**src/rtl/control_entrada_operandos.sv**
```systemverilog
// control_entrada_operandos: debouncer tick, key edge detection and operand capture/handoff for the multiplier
//   clk        system clock
//   reset      asynchronous active-high reset
//   botones_db debounced buttons: [15]=ENTER, [14]=CLEAR, [N_BITS-1:0]=bit toggles
//   enable_db  one-cycle sample tick every TICK_DIV cycles
//   op_a/op_b  operands under construction, held while offered
//   op_valid   operand pair offered to the multiplier, op_ready accepts it
//   estado     00 CAP_A, 01 CAP_B, 10 ENVIA
//   error      one-cycle idle-timeout pulse in CAP_B, only when ENTRADA_TIMEOUT_EN is defined
module control_entrada_operandos #(
    parameter int TICK_DIV      = 100000,
    parameter int N_BITS        = 8,
    parameter int TIMEOUT_TICKS = 5000
) (
    input  logic              clk,
    input  logic              reset,
    input  logic [15:0]       botones_db,
    output logic              enable_db,
    output logic [N_BITS-1:0] op_a,
    output logic [N_BITS-1:0] op_b,
    output logic              op_valid,
    input  logic              op_ready,
    output logic [1:0]        estado,
    output logic              error
);
    localparam int CW = $clog2(TICK_DIV);
    typedef enum logic [1:0] {CAP_A = 2'b00, CAP_B = 2'b01, ENVIA = 2'b10} state_t;
    state_t            r_state;
    logic [CW-1:0]     r_cnt;
    logic [15:0]       r_prev;
    logic [15:0]       w_edge;
    logic              w_clr;
    logic              w_ent;
    logic [N_BITS-1:0] w_mask;
    logic              w_unused;
    assign estado    = r_state;
    assign enable_db = r_cnt == CW'(TICK_DIV - 1);
    assign w_edge    = botones_db & ~r_prev;
    assign w_clr     = w_edge[14];
    assign w_ent     = w_edge[15];
    assign w_mask    = w_edge[N_BITS-1:0];
    assign w_unused  = ^w_edge;
    always_ff @(posedge clk or posedge reset)
        if (reset) r_cnt <= '0;
        else       r_cnt <= enable_db ? '0 : r_cnt + 1'b1;
`ifdef ENTRADA_TIMEOUT_EN
    localparam int TW = $clog2(TIMEOUT_TICKS + 1);
    logic [TW-1:0] r_idle;
`else
    assign error = 1'b0;
`endif
    always_ff @(posedge clk or posedge reset) begin
        if (reset) begin
            r_state  <= CAP_A;
            op_a     <= '0;
            op_b     <= '0;
            op_valid <= 1'b0;
            r_prev   <= 16'hFFFF;
`ifdef ENTRADA_TIMEOUT_EN
            r_idle   <= '0;
            error    <= 1'b0;
`endif
        end else begin
            r_prev <= botones_db;
`ifdef ENTRADA_TIMEOUT_EN
            error  <= 1'b0;
`endif
            case (r_state)
                CAP_A:
                    if (w_clr) op_a <= '0;
                    else if (w_ent) begin
                        r_state <= CAP_B;
`ifdef ENTRADA_TIMEOUT_EN
                        r_idle  <= '0;
`endif
                    end else op_a <= op_a ^ w_mask;
                CAP_B:
                    if (w_clr) begin
                        op_a    <= '0;
                        op_b    <= '0;
                        r_state <= CAP_A;
                    end else if (w_ent) begin
                        r_state  <= ENVIA;
                        op_valid <= 1'b1;
                    end else begin
                        op_b <= op_b ^ w_mask;
`ifdef ENTRADA_TIMEOUT_EN
                        // a key edge restarts the idle count and wins over a coincident timeout
                        if (|w_mask) r_idle <= '0;
                        else if (enable_db) begin
                            if (r_idle == TW'(TIMEOUT_TICKS - 1)) begin
                                error   <= 1'b1;
                                op_a    <= '0;
                                op_b    <= '0;
                                r_state <= CAP_A;
                                r_idle  <= '0;
                            end else r_idle <= r_idle + 1'b1;
                        end
`endif
                    end
                default:
                    if (op_ready) begin
                        op_valid <= 1'b0;
                        op_a     <= '0;
                        op_b     <= '0;
                        r_state  <= CAP_A;
                    end
            endcase
        end
    end
endmodule
```
**config.mk**
```make
export PLATFORM = sky130hd
export DESIGN_NAME = control_entrada_operandos
export DESIGN_NICKNAME = d
export VERILOG_FILES = /design/src/rtl/control_entrada_operandos.sv
export SDC_FILE = /design/constraint.sdc
export NUM_CORES = 1
export LEC_CHECK = 0
export CORE_UTILIZATION = 51
export CTS_CLUSTER_DIAMETER = 40
export DETAILED_ROUTE_END_ITERATION = 8
export HOLD_SLACK_MARGIN = 0.03
export PLACE_DENSITY = 0.79
export SETUP_SLACK_MARGIN = 0.2
export SYNTH_ARGS = -nofsm -noshare
export SYNTH_HDL_FRONTEND = slang
export SYNTH_SLANG_ARGS = --single-unit
```
**constraint.sdc**
```tcl
create_clock -name clk -period 2 [get_ports clk]
set_clock_uncertainty 0.2 [all_clocks]
set_input_delay 0.4 -clock clk [delete_from_list [all_inputs] [get_ports clk]]
set_output_delay 0.4 -clock clk [all_outputs]
set_load 0.1 [all_outputs]
```
# Yosys cells after proc, flatten, opt, wreduce, memory -nomap -nowiden
# Cells that the tools add are included.
# Widths: inputs -> output; s select.
dict set report totals {
  input_bits 19
  regBits 52
  output_inout_bits 21
  elab_cells 48
}
dict set report classes {
  n_mux 19
  eq_ne 10
  n_reduce_logical 7
  n_bitwise 5
  add_sub_neg 1
}
# cell n
set ops {}
lappend ops {{$mux 8} 6}
lappend ops {{$pmux 8 s2} 2}
lappend ops {{$add 17x1->17 const B} 1}
lappend ops {{$eq 17x17->1 const B} 1}
lappend ops {{$mux 17} 1}
lappend ops {{$and 16x16->16} 1}
lappend ops {{$not 16->16} 1}
lappend ops {{$xor 8x8->8} 2}
lappend ops {{$mux 2} 5}
lappend ops {{$ne 2x2->1 const B} 5}
lappend ops {{$ne 3x3->1 const B} 3}
lappend ops {{$reduce_and 4->1} 2}
lappend ops {{$reduce_and 3->1} 2}
lappend ops {{$pmux 2 s2} 1}
lappend ops {{$mux 1} 3}
lappend ops {{$reduce_bool 3->1} 1}
lappend ops {{$eq 2x1->1 const B} 1}
lappend ops {{$logic_not 2->1} 1}
lappend ops {{$pmux 1 s2} 1}
lappend ops {{$reduce_bool 2->1} 1}
lappend ops {{$not 1->1} 1}

# Logic depth before layout (Yosys ltp)
dict set report depth {
  ltp_word 6
  depth_mapped 6
  mapped_depth_nobuf 5
}

# Least setup slack after synthesis
# Ideal clock, no wire load.
dict set report synth_timing {
  path_kind {register to register}
  from {register r_state[0] (netlist: estado[0])}
  to {register op_b[7]}
  t_required_ns 1.678
  synth_period_minus_slack_ns 2.198
  setup_ns 0.122
  stages_incl_launch_ff 6
  n_path_buf 1
  arrival_time_ns 1.876
  path_slack_ns -0.198
  cell_sequence {dfrtp_1 > nand2b_1 > and2_1 > clkbuf_1 > a21o_1 > a22o_1}
}
dict set report synth_via {
  elab_chain_len 3
  word_cells_on_any_way 7
  classes_between {eq/ne (2); mux (1); bitwise (1); reduce/logical (3)}
}
# item line
set synth_rtl {}
lappend synth_rtl {{start: declaration} 28} ;# state_t r_state;
lappend synth_rtl {{start signal: assignment} 54} ;# r_state <= CAP_A;
lappend synth_rtl {{start signal: assignment} 72} ;# r_state <= CAP_B;
lappend synth_rtl {{start signal: assignment} 81} ;# r_state <= CAP_A;
lappend synth_rtl {{$eq 2x1->1 / $logic_not 2->1 (equally long branches)} 68} ;# case (r_state)
lappend synth_rtl {{$ne 3x3->1 (no line), or another cell as far along} -}
lappend synth_rtl {{$reduce_and 3->1 (no line)} -}
lappend synth_rtl {{end signal: assignment} 86} ;# op_b <= op_b ^ w_mask;
lappend synth_rtl {{end: declaration} 20} ;# output logic [N_BITS-1:0] op_b,
# Several ways; a longest one is shown, not always the timed one.
# A chain may end at the register's enable or synchronous reset.

# Worst setup path in the final report
dict set report layout_timing {
  from {register r_cnt[5]}
  to {output port enable_db}
}
dict set report layout_via {
  elab_chain_len 1
}
# item line
set layout_rtl {}
lappend layout_rtl {{start: declaration} 29} ;# logic [CW-1:0] r_cnt;
lappend layout_rtl {{start signal: assignment} 45} ;# else r_cnt <= enable_db ? '0 : r_cnt + 1'b1;
lappend layout_rtl {{$eq 17x17->1} 37} ;# assign enable_db = r_cnt == CW'(TICK_DIV - 1);
lappend layout_rtl {{end: declaration} 18} ;# output logic enable_db,
# Every way passes these cells.

==> impl_results.md <==
* R2R cell count at 5
* VDD IR max at 0.5723 mV
* Top cell type's share of synthesized area at 0.4225
* Register bit total from synthesis at 46
* Final hold slack at 195.5 ps
* CTS clk-pin slew, worst paths at 80 ps
* Post-synthesis cell count at 190
* Total global-route track usage at 0.2323
* Synthesized area per cell at 11.22 um^2
* Tcrit/Tclk final at 1.057
* Clock latency on the worst-skew pair at 300 ps
* YS warnings at 0
* CTS Buffer Depth at 2
* Total die area at 4443 um^2
* Total power at 4467 uW
* Post-route minimum period at 2115 ps
* Vias/cell at 5.454
* Synth Area in Compound Gates at 0.05106
* DPL Wire Length at 3.248 mm
* FF-to-FF setup slack at 340 ps
* # port buffers at 32
* Seq/Total Area, Yosys at 0.5458
* CORE AREA at 4000 um^2
* Largest net degree at the start of global routing at 37
* CTS tree: yes
* Row count at 23
* Routability Congestion at 0.7983
* Mux share of post-synthesis cell area at 0.06573
* Simple-gate share of the synthesized area at 0.2383
* Status: complete, but fails checks
* Die Ht at 66.66 um
* CTS buffer count at 5
* Crit path capture type: primary output
* DR WL/cell at 15.33 um
* Synthesized area at 2132 um^2
* Yosys cell types at 36
* CP Class: reg -> out
* Critical path data required time at 1400 ps
* Area leader, netlist: dfrtp_1
* Max_cap viols at 0
* Final instance area at 3025 um^2
* Leak at 0.001254 uW
* CP peak stage delay at 400 ps
* Vias in the first global route at 1649
* Fmax at 472.8 MHz
* Diode count at 0
* Failing checks: negative setup slack
* Slowest cell on crit path: dfrtp_2
* Routed vias at 1598
* Bufs and invs on worst path at 1
* Share of post-route cells with drive strength above 1 at 0.3169
* Main combinational cell family by area after synthesis: simple AND/OR/NAND/NOR gates
* H-tree depth at 2
* Drc violations at 0
* First-pass GRT wire length at 7.527 mm
* Final hold violation count at 0
* CP startpoint kind: register
* Drt total wl at 4.493 mm
* Synth-to-layout area growth at 41.90%
* Dpl cell area at 2838 um^2
* Post-Synth Adder-Cell Area at 0.005869
* Most used DFF post-synth: dfrtp_1
* GRT overflow at 0
* Post-synth net total at 210
* Boundary pin count at 40
* Initial DRT Pass Iterations at 4
* Synth async-reset ratio at 1.000
* Initial antenna violation count at 0
* Clock Sink Count at 46
* EDFF count, synth at 0
* Die X at 66.66 um
* Stages on the worst setup path at 4
* Final Max Tran Viols at 0
* Synth top area cells: dfrtp_1 42%, dfstp_2 12%, mux2i_1 6.6%
* Setup-failing EPs final at 1
* Pwr Density at 1476 nW/um^2
* Root buffer cell: clkbuf_8
* Hold Crit Class: in -> async
* Critical Path AT at 1510 ps
* Initial Util at 0.5330
* Xor/xnor share of the synthesized area at 0.06984
* DRT antenna net count at 0
* Initial drt markers at 125
* RSZ-0062 raised after global routing: true
* Critical path peak fanout at 2
* Worst path top cell family by delay: simple AND/OR/NAND/NOR gates
* CP Cell Sequence: nand4bb_1 > nor4_1 > and4_4 > buf_12
* Fin nets at 262
* CTS Hold Bufs at 0
* Min setup slack post-route at -114.9 ps
## final timing paths
| path | start | to |
|---|---|---|
| hold / removal | reset | r_cnt[6]$_DFF_PP0_ |
| setup reg to reg | estado[1]$_DFFE_PP0P_ | op_b[6]$_DFFE_PP0P_ |
| max in group asynchronous | reset | r_prev[1]$_DFF_PP1_ |
| min in group clk | r_cnt[14]$_DFF_PP0_ | r_cnt[14]$_DFF_PP0_ |
| setup / recovery | r_cnt[5]$_DFF_PP0_ | enable_db |
| hold reg to reg | r_cnt[14]$_DFF_PP0_ | r_cnt[14]$_DFF_PP0_ |
## per-layer routing
metal	routed length, um	track usage	vias to the layer above
met5	0	0	-
met4	44	0.06383	0
met3	163	0.06507	5
met2	2416	0.4154	39
met1	1868	0.2685	790
li1	-	-	764
## layout make-up
type,instances,area (um^2)
multi-input combinational,134,947.2
clock inverter,2,60.06
inverter,3,15.01
fill,266,974.7
clock buffer,6,82.58
sequential,46,1175
tap,50,62.56
timing repair buffer,52,683.2
## metrics by stage
| step | setup slack, ps | util | setup TNS, ps | cells |
|---|---|---|---|---|
| floorplan | 160.4 | - | 0 | 190 |
| global placement | 40.89 | 0.7094 | 0 | 282 |
| detailed placement | -17.67 | 0.7094 | -39.85 | 282 |
| CTS | -122.6 | 0.7510 | -122.6 | 292 |
| global route | -159.0 | 0.7563 | -159.0 | 293 |
| finish | -114.9 | 0.7563 | -114.9 | 293 |
## synth_stat cells, types with 4 or more instances
cell and n:
a21oi_1 14, buf_2 4, dfrtp_1 36, dfstp_2 10, mux2i_1 14, nand2_1 25, nand3b_1 8, nand4_1 4
nor2_1 11, nor3_1 4, nor3b_1 7, xnor2_1 13, xor2_1 4
## kinds of logic (layout without fill, tap and decap cells)
logic type	Yosys count	in the layout
AND/OR/NAND/NOR	82	82
adder cells (fa/ha/maj)	1	1
XOR/XNOR	17	17
buffers and inverters	10	63
other	1	1
flip-flops	46	46
AO/OA/AOI/OAI	19	19
multiplexers	14	14
## worst reg2reg max path, delay by kind of cell, from the launching register on
| kind | cells | cell delay (ps) |
|---|---|---|
| compound gates | 1 | 130 |
| buf+inv | 1 | 180 |
| flops | 1 | 530 |
| mux | 1 | 90 |
| simple gates | 2 | 420 |
## sequential cells by signal, indices dropped and copies added (netlist names)
signal	cells
r_prev	10
op_valid	1
r_cnt	17
op_b	8
op_a	8
estado	2
## where the power goes
part,total [uW],switching [uW],internal [uW]
combinational,2310,1460,849
clock,835,302,533
sequential,1320,217,1100
total,4470,1980,2490
## layout by cell type, fill, tap and decap left out, types with 3 or more instances in the layout
master	n
nand3_1	3
nor2_1	10
dfrtp_2	3
nand4_1	4
clkdlybuf4s50_1	12
xor2_1	4
nand2_1	24
a21oi_1	14
nor3_1	4
buf_12	21
nand2b_1	3
clkbuf_8	6
buf_4	19
mux2i_1	14
xnor2_1	13
dfstp_2	10
nor2b_1	3
nand3b_1	8
dfrtp_1	31
nor3b_1	7
## repair_timing
| item | 4_1_cts | 5_1_grt |
|---|---|---|
| buffers inserted | 2 | 1 |
| endpoints found under the hold margin | 0 | 0 |
| endpoints found under the setup margin | 1 | 1 |
| gates resized for setup | 4 | 3 |
| pin swaps | 0 | 1 |
No activity file was read; power rests on OpenSTA's default activity.
